File: src/rtl/fpu_result_mux_if.sv
// Handshake and data bundle between the FPU arithmetic units, the result mux and its consumer.
// The master side drives requests and unit results; the slave side is the result mux itself.
interface fpu_result_mux_if #(
   parameter int WIDTH   = 32,
   parameter int N_UNITS = 4,
   parameter int OP_W    = 3,
   parameter int CNT_W   = 16
);
   logic                       op_valid;
   logic                       op_ready;
   logic [OP_W-1:0]            operation;
   logic [N_UNITS-1:0]         unit_valid;
   logic [N_UNITS*WIDTH-1:0]   unit_data;
   logic                       cmp_valid;
   logic                       equal;
   logic                       greater;
   logic                       lesser;
   logic                       out_valid;
   logic                       out_ready;
   logic [WIDTH-1:0]           Out;
   logic                       equal_out;
   logic                       greater_out;
   logic                       lesser_out;
   logic                       out_illegal;
   logic                       out_timeout;
   logic [CNT_W-1:0]           result_count;

   modport master (
      output op_valid, operation, unit_valid, unit_data,
      output cmp_valid, equal, greater, lesser, out_ready,
      input  op_ready, out_valid, Out, equal_out, greater_out, lesser_out,
      input  out_illegal, out_timeout, result_count
   );

   modport slave (
      input  op_valid, operation, unit_valid, unit_data,
      input  cmp_valid, equal, greater, lesser, out_ready,
      output op_ready, out_valid, Out, equal_out, greater_out, lesser_out,
      output out_illegal, out_timeout, result_count
   );
endinterface

File: src/rtl/fpu_result_mux.sv
// Registered FPU result selector: accepts an op code, waits for the chosen unit or comparator,
// captures its result and holds it until the consumer takes it; counts consumed results.
module fpu_result_mux #(
   parameter int WIDTH   = 32,
   parameter int N_UNITS = 4,
   parameter int OP_W    = 3,
   parameter int CMP_OP  = 4,
   parameter int TIMEOUT = 64,
   parameter int CNT_W   = 16
) (
   input  logic              clk,
   input  logic              rst,
   fpu_result_mux_if.slave   bus
);

   localparam logic [1:0] S_IDLE = 2'd0;
   localparam logic [1:0] S_WAIT = 2'd1;
   localparam logic [1:0] S_HOLD = 2'd2;

   localparam int              WD_W     = (TIMEOUT < 2) ? 1 : $clog2(TIMEOUT + 1);
   localparam logic [OP_W-1:0] CMP_CODE = OP_W'(CMP_OP);
   localparam logic [OP_W-1:0] UNIT_LIM = OP_W'(N_UNITS);
   localparam logic [WD_W-1:0] WD_LAST  = WD_W'((TIMEOUT > 0) ? (TIMEOUT - 1) : 0);

   logic [1:0]        r_state;
   logic [OP_W-1:0]   r_sel;
   logic [WD_W-1:0]   r_wdog;
   logic [WIDTH-1:0]  r_out;
   logic              r_eq;
   logic              r_gt;
   logic              r_lt;
   logic              r_illegal;
   logic              r_timeout;
   logic [CNT_W-1:0]  r_count;

   logic [N_UNITS-1:0] w_hit;
   logic [WIDTH-1:0]   w_slice [N_UNITS];
   logic [WIDTH-1:0]   w_unit_data;
   logic               w_unit_valid;
   logic               w_is_cmp;
   logic               w_sel_valid;
   logic               w_op_ready;
   logic               w_accept;
   logic               w_op_legal;
   logic               w_wd_expire;

   // One-hot decode of the registered selector; unselected slices are zeroed so an OR-tree muxes them.
   for (genvar gi = 0; gi < N_UNITS; gi++) begin : g_unit
      assign w_hit[gi]   = (r_sel == OP_W'(gi));
      assign w_slice[gi] = w_hit[gi] ? bus.unit_data[gi*WIDTH +: WIDTH] : '0;
   end

   always_comb begin
      w_unit_data = '0;
      for (int k = 0; k < N_UNITS; k++) begin
         w_unit_data = w_unit_data | w_slice[k];
      end
   end

   assign w_unit_valid = |(w_hit & bus.unit_valid);
   assign w_is_cmp     = (r_sel == CMP_CODE);
   assign w_sel_valid  = w_is_cmp ? bus.cmp_valid : w_unit_valid;
   assign w_op_ready   = (r_state == S_IDLE) && !rst;
   assign w_accept     = bus.op_valid && w_op_ready;
   assign w_op_legal   = (bus.operation < UNIT_LIM) || (bus.operation == CMP_CODE);
   assign w_wd_expire  = (TIMEOUT != 0) && (r_wdog == WD_LAST);

   always_ff @(posedge clk) begin
      if (rst) begin
         r_state   <= S_IDLE;
         r_sel     <= '0;
         r_wdog    <= '0;
         r_out     <= '0;
         r_eq      <= 1'b0;
         r_gt      <= 1'b0;
         r_lt      <= 1'b0;
         r_illegal <= 1'b0;
         r_timeout <= 1'b0;
         r_count   <= '0;
      end else begin
         case (r_state)
            S_IDLE: begin
               if (w_accept) begin
                  r_sel     <= bus.operation;
                  r_illegal <= 1'b0;
                  r_timeout <= 1'b0;
                  if (w_op_legal) begin
                     r_state <= S_WAIT;
                     r_wdog  <= '0;
                  end else begin
                     // Unknown op codes skip the wait and are reported straight away.
                     r_state   <= S_HOLD;
                     r_illegal <= 1'b1;
                     r_out     <= '0;
                     r_eq      <= 1'b0;
                     r_gt      <= 1'b0;
                     r_lt      <= 1'b0;
                  end
               end
            end
            S_WAIT: begin
               if (w_sel_valid) begin
                  r_state <= S_HOLD;
                  if (w_is_cmp) begin
                     r_out <= '0;
                     r_eq  <= bus.equal;
                     r_gt  <= bus.greater;
                     r_lt  <= bus.lesser;
                  end else begin
                     r_out <= w_unit_data;
                     r_eq  <= 1'b0;
                     r_gt  <= 1'b0;
                     r_lt  <= 1'b0;
                  end
               end else if (w_wd_expire) begin
                  r_state   <= S_HOLD;
                  r_timeout <= 1'b1;
                  r_out     <= '0;
                  r_eq      <= 1'b0;
                  r_gt      <= 1'b0;
                  r_lt      <= 1'b0;
               end else begin
                  r_wdog <= r_wdog + WD_W'(1);
               end
            end
            S_HOLD: begin
               if (bus.out_ready) begin
                  r_state <= S_IDLE;
                  r_count <= r_count + CNT_W'(1);
               end
            end
            default: begin
               r_state <= S_IDLE;
            end
         endcase
      end
   end

   assign bus.op_ready     = w_op_ready;
   assign bus.out_valid    = (r_state == S_HOLD);
   assign bus.Out          = r_out;
   assign bus.equal_out    = r_eq;
   assign bus.greater_out  = r_gt;
   assign bus.lesser_out   = r_lt;
   assign bus.out_illegal  = r_illegal;
   assign bus.out_timeout  = r_timeout;
   assign bus.result_count = r_count;

endmodule

File: src/flat_wrapper.sv
// flat-port wrapper written by rule: the top's interface ports become plain ports
module fpu_result_mux_flat 
#(
   parameter int WIDTH   = 32,
   parameter int N_UNITS = 4,
   parameter int OP_W    = 3,
   parameter int CMP_OP  = 4,
   parameter int TIMEOUT = 64,
   parameter int CNT_W   = 16
)
  (clk, rst, bus_op_valid, bus_operation, bus_unit_valid, bus_unit_data, bus_cmp_valid, bus_equal, bus_greater, bus_lesser, bus_out_ready, bus_op_ready, bus_out_valid, bus_Out, bus_equal_out, bus_greater_out, bus_lesser_out, bus_out_illegal, bus_out_timeout, bus_result_count);
  fpu_result_mux_if #(.WIDTH(WIDTH), .N_UNITS(N_UNITS), .OP_W(OP_W), .CNT_W(CNT_W)) bus_i ();
  input  logic clk;
  input  logic rst;
  input wire logic [$bits(bus_i.op_valid)-1:0] bus_op_valid;
  input wire logic [$bits(bus_i.operation)-1:0] bus_operation;
  input wire logic [$bits(bus_i.unit_valid)-1:0] bus_unit_valid;
  input wire logic [$bits(bus_i.unit_data)-1:0] bus_unit_data;
  input wire logic [$bits(bus_i.cmp_valid)-1:0] bus_cmp_valid;
  input wire logic [$bits(bus_i.equal)-1:0] bus_equal;
  input wire logic [$bits(bus_i.greater)-1:0] bus_greater;
  input wire logic [$bits(bus_i.lesser)-1:0] bus_lesser;
  input wire logic [$bits(bus_i.out_ready)-1:0] bus_out_ready;
  output wire logic [$bits(bus_i.op_ready)-1:0] bus_op_ready;
  output wire logic [$bits(bus_i.out_valid)-1:0] bus_out_valid;
  output wire logic [$bits(bus_i.Out)-1:0] bus_Out;
  output wire logic [$bits(bus_i.equal_out)-1:0] bus_equal_out;
  output wire logic [$bits(bus_i.greater_out)-1:0] bus_greater_out;
  output wire logic [$bits(bus_i.lesser_out)-1:0] bus_lesser_out;
  output wire logic [$bits(bus_i.out_illegal)-1:0] bus_out_illegal;
  output wire logic [$bits(bus_i.out_timeout)-1:0] bus_out_timeout;
  output wire logic [$bits(bus_i.result_count)-1:0] bus_result_count;
  assign bus_i.op_valid = bus_op_valid;
  assign bus_i.operation = bus_operation;
  assign bus_i.unit_valid = bus_unit_valid;
  assign bus_i.unit_data = bus_unit_data;
  assign bus_i.cmp_valid = bus_cmp_valid;
  assign bus_i.equal = bus_equal;
  assign bus_i.greater = bus_greater;
  assign bus_i.lesser = bus_lesser;
  assign bus_i.out_ready = bus_out_ready;
  assign bus_op_ready = bus_i.op_ready;
  assign bus_out_valid = bus_i.out_valid;
  assign bus_Out = bus_i.Out;
  assign bus_equal_out = bus_i.equal_out;
  assign bus_greater_out = bus_i.greater_out;
  assign bus_lesser_out = bus_i.lesser_out;
  assign bus_out_illegal = bus_i.out_illegal;
  assign bus_out_timeout = bus_i.out_timeout;
  assign bus_result_count = bus_i.result_count;
  fpu_result_mux #(.WIDTH(WIDTH), .N_UNITS(N_UNITS), .OP_W(OP_W), .CMP_OP(CMP_OP), .TIMEOUT(TIMEOUT), .CNT_W(CNT_W)) u_core (.clk(clk), .rst(rst), .bus(bus_i));
endmodule
File: config.mk
export PLATFORM = sky130hd
export DESIGN_NAME = fpu_result_mux_flat
export DESIGN_NICKNAME = d
export VERILOG_FILES = /design/src/rtl/fpu_result_mux_if.sv /design/src/rtl/fpu_result_mux.sv /design/src/flat_wrapper.sv
export SDC_FILE = /design/constraint.sdc
export NUM_CORES = 1
export LEC_CHECK = 0
export ABC_AREA = 1
export BUFFER_PORTS_ARGS = -buffer_cell sky130_fd_sc_hd__buf_2
export CAP_MARGIN = 20
export CELL_PAD_IN_SITES_DETAIL_PLACEMENT = 1
export CELL_PAD_IN_SITES_GLOBAL_PLACEMENT = 1
export CORE_MARGIN = 8
export CORE_UTILIZATION = 25
export DETAILED_ROUTE_END_ITERATION = 8
export PLACE_DENSITY = 0.66
export SYNTH_ARGS = -nofsm -noshare
export SYNTH_HDL_FRONTEND = slang
export SYNTH_SLANG_ARGS = --single-unit
File: constraint.sdc
create_clock -name clk -period 4.66 [get_ports clk]
set_input_delay 0.233 -clock clk [delete_from_list [all_inputs] [get_ports clk]]
set_output_delay 0.233 -clock clk [all_outputs]
set_load 0.1 [all_outputs]
# Word-level counts from Yosys, hierarchy flattened
# Index checks and enable logic that the tools add are counted.
dict set report totals {
  regBits 65
  latchBits 0
  mem_bits_rw 0
  romBits 0
  in_bits 143
  output_inout_bits 55
  elab_cells 86
  n_memories 0
}
dict set report classes {
  add_sub_neg 2
  multipliers 0
  div_mod_pow 0
  n_lt_le_gt_ge 1
  n_eq_ne 16
  shifts 0
  n_mux 39
  n_bitwise 4
  n_reduce_logical 14
}
# cell n
set ops {}
lappend ops {{2-to-1 mux 32 bit} 9}
lappend ops {{bitwise OR 32 bit} 3}
lappend ops {{one-hot mux 32 bit (2 select lines)} 1}
lappend ops {{2-to-1 mux 7 bit} 4}
lappend ops {{adder 16 x 1 -> 16 bit, second input constant} 1}
lappend ops {{2-to-1 mux 1 bit} 14}
lappend ops {{one-hot mux 7 bit (2 select lines)} 1}
lappend ops {{2-to-1 mux 2 bit} 5}
lappend ops {{!= test 2 bit, second input constant} 4}
lappend ops {{one-hot mux 1 bit (2 select lines)} 4}
lappend ops {{AND reduction 4 bit} 2}
lappend ops {{adder 7 x 1 -> 7 bit, second input constant} 1}
lappend ops {{equality test 7 x 6 -> 1 bit, second input constant} 1}
lappend ops {{equality test 3 x 2 -> 1 bit, second input constant} 2}
lappend ops {{equality test 3 bit, second input constant} 2}
lappend ops {{!= test 2 x 1 -> 1 bit, second input constant} 3}
lappend ops {{one-hot mux 2 bit (3 select lines)} 1}
lappend ops {{AND reduction 5 bit} 1}
lappend ops {{AND 4 bit} 1}
lappend ops {{AND reduction 2 bit} 2}
lappend ops {{OR reduction 4 bit} 1}
lappend ops {{equality test 3 x 1 -> 1 bit, second input constant} 1}
lappend ops {{logical NOT 3 bit} 1}
lappend ops {{less-than comparator 3 bit, second input constant} 1}
lappend ops {{other kinds (9)} 10}

# Depth between registers and ports, before layout
# Gate-level depths: netlist (run 1).
dict set report depth {
  word_depth 8
  depth_mapped 12
  ltp_nobuf 10
}

# Worst setup path after synthesis (run 1)
# OpenSTA, ideal clock, no wires.
dict set report synth_timing {
  kind {register to register}
  start {register u_core.r_state[1]}
  end {register u_core.r_out[17] (netlist: u_core.bus.Out[17])}
  setup_time_ns 0.138
  arrival_time_ns 2.576
  t_required_ns 4.522
  setup_slack_ns 1.947
  path_stages_with_launch 8
  path_buffers 1
  period_less_slack_ns 2.713
  cell_sequence {dfxtp_1 > nor3_2 > nand2_2 > nor2_1 > o21ai_4 > buf_12 > nand2_1 > a21oi_2}
}
dict set report synth_between {
  elab_chain_cells 5
  word_cells_on_any_way 10
  cone_classes {eq/ne: 4; mux: 1; reduce/logical: 5}
}
# element line_no
set synth_lines {}
lappend synth_lines {{from (decl)} fpu_result_mux.sv:25} ;# logic [1:0] r_state;
lappend synth_lines {{from (signal assigned)} fpu_result_mux.sv:70} ;# r_state <= S_IDLE;
lappend synth_lines {{from (signal assigned)} fpu_result_mux.sv:88} ;# r_state <= S_WAIT;
lappend synth_lines {{from (signal assigned)} fpu_result_mux.sv:92} ;# r_state <= S_HOLD;
lappend synth_lines {{logical NOT 2 bit} fpu_result_mux.sv:63} ;# assign w_op_ready = (r_state == S_IDLE) && !rst;
lappend synth_lines {{logical AND 1 bit} fpu_result_mux.sv:63}
lappend synth_lines {{via bus_op_ready} flat_wrapper.sv:24} ;# output wire logic [$bits(bus_i.op_ready)-1:0] bus_op_ready;
lappend synth_lines {{logical AND 1 bit} fpu_result_mux.sv:64} ;# assign w_accept = bus.op_valid && w_op_ready;
lappend synth_lines {{!= test 2 x 1 -> 1 bit (no source line)} --}
lappend synth_lines {{AND reduction 4 bit (no source line)} --}
lappend synth_lines {{to (signal assigned)} fpu_result_mux.sv:110} ;# r_out <= w_unit_data;
lappend synth_lines {{to (decl)} fpu_result_mux.sv:28} ;# logic [WIDTH-1:0] r_out;
# The timed path passes the listed nets, and every way through them passes these cells.
# A chain may end at the register's enable or synchronous reset.

# Final worst setup path (run 1)
dict set report layout_timing {
  start {register u_core.r_sel[0]}
  end {register u_core.r_out[12] (netlist: u_core.bus.Out[12])}
}
dict set report layout_between {
  elab_chain_cells 8
  word_cells_on_any_way 20
  cone_classes {eq/ne: 5; mux: 8; bitwise: 4; reduce/logical: 3}
}
# element line_no
set layout_lines {}
lappend layout_lines {{from (decl)} fpu_result_mux.sv:26} ;# logic [OP_W-1:0] r_sel;
lappend layout_lines {{from (signal assigned)} fpu_result_mux.sv:84} ;# r_sel <= bus.operation;
lappend layout_lines {{equality test 3 x 1 -> 1 bit / logical NOT 3 bit (equally long branches)} fpu_result_mux.sv:49} ;# assign w_hit[gi] = (r_sel == OP_W'(gi));
lappend layout_lines {{2-to-1 mux 32 bit} fpu_result_mux.sv:50} ;# assign w_slice[gi] = w_hit[gi] ? bus.unit_data[gi*WIDTH +: WIDTH] : '0;
lappend layout_lines {{bitwise OR 32 bit (3 in series)} fpu_result_mux.sv:56} ;# w_unit_data = w_unit_data | w_slice[k];
lappend layout_lines {{2-to-1 mux 32 bit} fpu_result_mux.sv:104} ;# if (w_is_cmp) begin
lappend layout_lines {{2-to-1 mux 32 bit} fpu_result_mux.sv:102} ;# if (w_sel_valid) begin
lappend layout_lines {{one-hot mux 32 bit (2 select lines)} fpu_result_mux.sv:81} ;# case (r_state)
# Several ways; a longest one is shown, not always the timed one.

==> flow_summary.ini, run 1 <==
[outcome]
status = complete, no violations

[power]
p_leak_nw = 2.36
power.density_nw_per_um2 = 335
vdd_ir_drop_max_uv = 173

[global_route]
grt_max_degree = 51
antenna_found_initial = 0
overflow = 0
grt.total_usage_pct = 15.6
grt_pass1_vias = 4646
grt_pass1_wl_um = 23200

[yosys]
synthDistinctLibCells = 36
syn_inst = 554
synth_adder_area_share_pct = 0.697
synthMuxAreaShare_pct = 0
yosysWarnings = 0
synth_top_family_by_area = simple AND/OR/NAND/NOR gates
synthArstFlopShare_pct = 0
synth-edff-count = 0
netlist_area_um2 = 3590
synth_compound_area_share_pct = 12.7
synth_seq_cells = 65
synth.avg_cell_area_um2 = 6.48
ys_seq_area_share_pct = 36.2
syn_nets = 699
synth-simple-area-share_pct = 41.7
synth-main-ff-cell = dfxtp_1
synth_xor_xnor_area_share_pct = 0.244

[cts]
ctsLongestPathBuffers = 2
cts_buffers = 9
cts.sinks = 65
root_buffer = clkbuf_16
cts_hold_buf = 0
post_cts_buffers = 0
cts.repair.resized = 0
clk-insertion-delay-late_ns = 0.32
clk_pin_slew_worst_paths_ns = 0.05
h-tree-depth = 3
cts_tree = built

[route]
drc = 0
wl_per_cell_um = 15.8
ant_nets = 0
drtIter0Drc = 131
via_per_inst = 4.59
dr.pass1.iters = 4
vias = 4247
wl_um = 14600

[critical_path]
r2r-start = u_core.r_sel[0]
reg2reg_slack_ns = 2.57
criticalPathCategory = reg -> reg
worstSetupStartpointType = flip-flop
r2r-end = u_core.bus.Out[12]
cp.arrival_ns = 2.34
worstRegToRegCells = 6
cp.required_ns = 4.91
crit_path_end_kind = flip-flop
path_max_fanout = 32

[sta]
fmax_mhz = 479
fin_crit_sh_pct = 44.8
finalMaxSlewViolations = 0
final-hold-violation-count = 0
holdWs_ns = 0.161
fin_crit_ns = 2.09
maxSlewHeadroom_pct = 28.5
tightest_slew_ns = 1.07
setup_viol = 0
skew_ns = 0.00464
setup_tns_ns = 0
rsz0062_at_grt = false

[floorplan]
io_pins = 198
dieWidth_um = 136
die_area_um2 = 18500
die_h_um = 136
initial_core_util_pct = 25.2
core_um2 = 14300
num_rows = 44

[cells_and_area]
layout_common_cells = 239 x nand2_1, 197 x buf_2, 65 x dfxtp_1
drive_above_1_share_pct = 33.2
area_delta_synth_final_pct = 38.8
n_antenna_cell = 0
final_common_cell = nand2_1
finalNonFillerCells = 926
stdcell_area_um2 = 4990
nets = 884

[worst_hold_path]
min_path_cells = 3
holdPathEnd = u_core.r_sel[0]
hp-class = in -> reg
min_from = bus_operation[0]

[placement]
place_area_um2 = 4670
gp_congestion = 0.791
io_buffers = 197
place_inst = 910
dp_hpwl_um = 11700

[run]
drv_cap = 0
==> routing by layer <==
metal  share of wire (%)  wire, um  global-route usage, %  up-vias
met5                   0         0                      0        -
met4                 1.4       198                   3.29        0
met3                 9.2      1350                   7.35       12
met2                  46      6690                   25.6      146
met1                  44      6400                   18.3     1926
li1                    -         -                      -     2163
==> through the flow <==
stage,power [W],worst slack (ns),utilization (%)
floorplan,0.000932,1.95,-
detailed placement,0.00106,2.20,32.7
finish,0.00167,2.57,35.0
CTS,0.00169,2.49,34.6
global placement,0.00105,2.35,32.7
global route,0.00176,2.39,35.0
==> cells in the mapped netlist, types with 2 or more instances <==
master,count,area (um2)
nand2_1,239,897
dfxtp_1,65,1300
a21oi_1,43,215
nand4_1,39,244
inv_1,37,139
nor2_1,29,109
clkbuf_1,16,60.1
nand3_1,15,75.1
o21ai_0,12,60.1
a21oi_2,10,87.6
nand2_2,9,56.3
buf_4,5,37.5
nor2_2,5,31.3
a211oi_1,2,15.0
a31oi_1,2,12.5
buf_6,2,22.5
ha_1,2,25.0
inv_2,2,7.51
nand3_2,2,20.0
o21a_1,2,15.0
==> final cells by class <==
| class | count | area, um2 |
|---|---|---|
| fillers | 1901 | 9270 |
| multi-input cells | 423 | 1990 |
| flip-flops and latches | 65 | 1300 |
| repair buffers | 200 | 1050 |
| clock buffers | 14 | 264 |
| well taps | 184 | 230 |
| inverters | 40 | 151 |
==> where the power goes <==
| part | total [W] | switching (W) | internal [W] |
|---|---|---|---|
| combinational | 0.000449 | 0.000313 | 0.000136 |
| clock | 0.000616 | 0.000232 | 0.000384 |
| sequential | 0.000606 | 0.0000237 | 0.000582 |
| total | 0.00167 | 0.000569 | 0.00110 |
==> sequential cells by signal, summed over array words and instances, names as in the netlist <==
| signal | cells |
|---|---|
| u_core.bus.out_timeout | 1 |
| u_core.bus.out_illegal | 1 |
| u_core.bus.Out | 32 |
| u_core.bus.greater_out | 1 |
| u_core.r_wdog | 7 |
| u_core.r_state | 2 |
| u_core.bus.lesser_out | 1 |
| u_core.bus.equal_out | 1 |
| u_core.bus.result_count | 16 |
| u_core.r_sel | 3 |
==> kinds of logic after synthesis <==
group                      count (synthesis)
AOI/OAI and AO/OA                         76
xor gates and xnor gates                   1
adders and majority gates                  2
buffers and inverters                     66
DFF                                       65
and+or+nand+nor                          344
==> how the worst max path moves through the flow <==
stage / startpoint / end / cells past startpoint
finish: u_core.r_sel[0] / u_core.bus.Out[12] / 6
global route: u_core.r_sel[0] / u_core.bus.Out[12] / 6
CTS: u_core.r_sel[0] / u_core.bus.Out[12] / 7
detailed placement: rst / u_core.bus.Out[19] / 8
global placement: rst / u_core.bus.Out[17] / 8
floorplan: u_core.r_state[1] / u_core.bus.Out[17] / 7
==> critical path, cell delays in order, from the launching register on <==
cell,delay (ns)
dfxtp_1,0.52
nand3_1,0.12
inv_1,0.78
nand2_1,0.19
nand4_1,0.18
nand2_1,0.08
a21oi_1,0.15
No activity file was read; power rests on OpenSTA's default activity.
==> inputs of run 2 (changes only) <==
--- a/config.mk
+++ b/config.mk
@@ -13,7 +13,7 @@
 export CORE_MARGIN = 8
 export CORE_UTILIZATION = 25
 export DETAILED_ROUTE_END_ITERATION = 8
-export PLACE_DENSITY = 0.66
+export PLACE_DENSITY = 0.69
 export SYNTH_ARGS = -nofsm -noshare
 export SYNTH_HDL_FRONTEND = slang
 export SYNTH_SLANG_ARGS = --single-unit
==> constraint.sdc (replaced) <==
create_clock -name clk -period 1.8 [get_ports clk]
set_input_delay 0.09 -clock clk [delete_from_list [all_inputs] [get_ports clk]]
set_output_delay 0.09 -clock clk [all_outputs]
set_load 0.1 [all_outputs]
==> run 2 against run 1 <==
- worst setup slack got worse by 2.4 ns
- via count increased by 3.0%
- highest routed layer unchanged
- sequential power rose to 2.6 times the previous value
- non-clock buffer count grew 13
- first-iteration DRC count decreased by 18%
==> flow_summary.ini, run 2 (synthesis results as in run 1) <==
[cells_and_area]
drive_above_1_share_pct = 37.5
nets = 897
largest_reg_flops = 32
layout_common_cells = 237 x nand2_1, 197 x buf_2, 50 x dfxtp_1
final_common_cell = nand2_1
area_delta_synth_final_pct = 43.1
nFillCells = 1889
finalNonFillerCells = 941
n_antenna_cell = 0

[route]
vias = 4374
wl_per_cell_um = 15.7
via_per_inst = 4.65
drtIter0Drc = 108
dr.pass1.iters = 4
wl_um = 14800
drc = 0
ant_nets = 0

[global_route]
grt_pass1_wl_um = 23300
grt.total_usage_pct = 15.9
antenna_found_initial = 0
overflow = 0
grt_max_degree = 49
grt_pass1_vias = 4811

[power]
p_clk_share_pct = 35.5
power_frac_comb_pct = 27.9
pwr-share-seq_pct = 36.6
p_leak_nw = 2.43
vdd_ir_drop_max_uv = 405
p_total_w = 0.00431
p_sw_share_pct = 35.0
switching_power_w = 0.00151
power.density_nw_per_um2 = 838
p_int_w = 0.00280

[critical_path]
path_max_fanout = 12
crit_path_end_kind = flip-flop
cp.required_ns = 1.98
criticalPathCategory = reg -> reg
worstSetupStartpointType = flip-flop
cp.arrival_ns = 1.84

[floorplan]
die_area_um2 = 18500
dieWidth_um = 136
initial_core_util_pct = 25.2
io_pins = 198
die_h_um = 136
core_um2 = 14300
num_rows = 44

[sta]
setup_viol = 0
fmax_mhz = 603
setup_tns_ns = 0
worst_slack_ns = 0.141
fin_crit_sh_pct = 92.1
holdWs_ns = 0.0340
rsz0062_at_grt = false
fin_crit_ns = 1.66
skew_ns = 0.00437
final-hold-violation-count = 0
maxSlewHeadroom_pct = 59.0
tightest_slew_ns = 0.615
finalMaxSlewViolations = 0

[cts]
cts_tree = built
cts.sinks = 65
root_buffer = clkbuf_16
clk-insertion-delay-late_ns = 0.32
cts_buffers = 9
h-tree-depth = 3
clk_pin_slew_worst_paths_ns = 0.05
ctsLongestPathBuffers = 2
cts_hold_buf = 0

[outcome]
status = complete, no violations

[run]
drv_cap = 0

[placement]
place_inst = 925
pre_cts_ws_ns = -0.0350
io_buffers = 197
gp_congestion = 0.843
dp_hpwl_um = 11900

[worst_hold_path]
hp-class = in -> reg
-- run 2: power groups by stage --
stage                     Sequential [W]  Combinational (W)  Clock, W
final                            0.00157            0.00120   0.00153
after global routing             0.00158            0.00133   0.00164
after CTS                        0.00157            0.00120   0.00158
after detailed placement         0.00160            0.00120         0
after global placement           0.00159            0.00118         0
after floorplan                  0.00181           0.000617         0
-- run 2: through the flow --
step	util (%)	area [um2]
after global routing	36.0	5140
after floorplan	-	3640
after global placement	33.9	4830
after detailed placement	33.9	4830
final	36.0	5140
after CTS	35.7	5090
-- run 2: layout make-up --
class	instances	area [um2]	area share, %
clock inverter	5	22.5	0.438
timing repair buffer	213	1130	22.1
clock buffer	11	233	4.53
inverter	40	151	2.95
multi-input combinational	423	2040	39.8
tap	184	230	4.48
sequential	65	1330	25.8
-- run 2: path summary, 6_finish.rpt --
path | start | end | slack (ns) | cells after the start
setup / recovery | u_core.r_wdog[0] | u_core.bus.Out[0] | 0.14 | 11
hold / removal | bus_operation[0] | u_core.r_sel[0] | 0.03 | 3
setup reg to reg | u_core.r_wdog[0] | u_core.bus.Out[0] | 0.14 | 11
hold reg to reg | u_core.bus.Out[6] | u_core.bus.Out[6] | 0.46 | 2
-- run 2: timing repair --
item                                    4_1_cts  5_1_grt
pin swaps                                     0        1
endpoints found under the hold margin         0        0
gates cloned                                  0        0
setup buffers                                 0        0
gates resized for setup                       1       14
endpoints found under the setup margin       24       45
-- run 2: worst max-delay path: stages (launching register included) --
cell,delay (ns)
dfxtp_1,0.34
ha_2,0.20
nand3_2,0.11
nor2_4,0.14
nand3_2,0.09
nand2_2,0.09
inv_1,0.05
nand2_1,0.10
o21ai_4,0.08
buf_4,0.19
nand2_1,0.07
a21oi_1,0.06
-- run 2: routing by layer --
metal / track usage (%) / vias to the layer above / share of wire (%)
met1: 16.6 / 2045 / 40
met5: 0 / - / 0
li1: - / 2190 / -
met4: 5.43 / 0 / 1.5
met3: 5.80 / 16 / 7.9
met2: 28.7 / 123 / 51
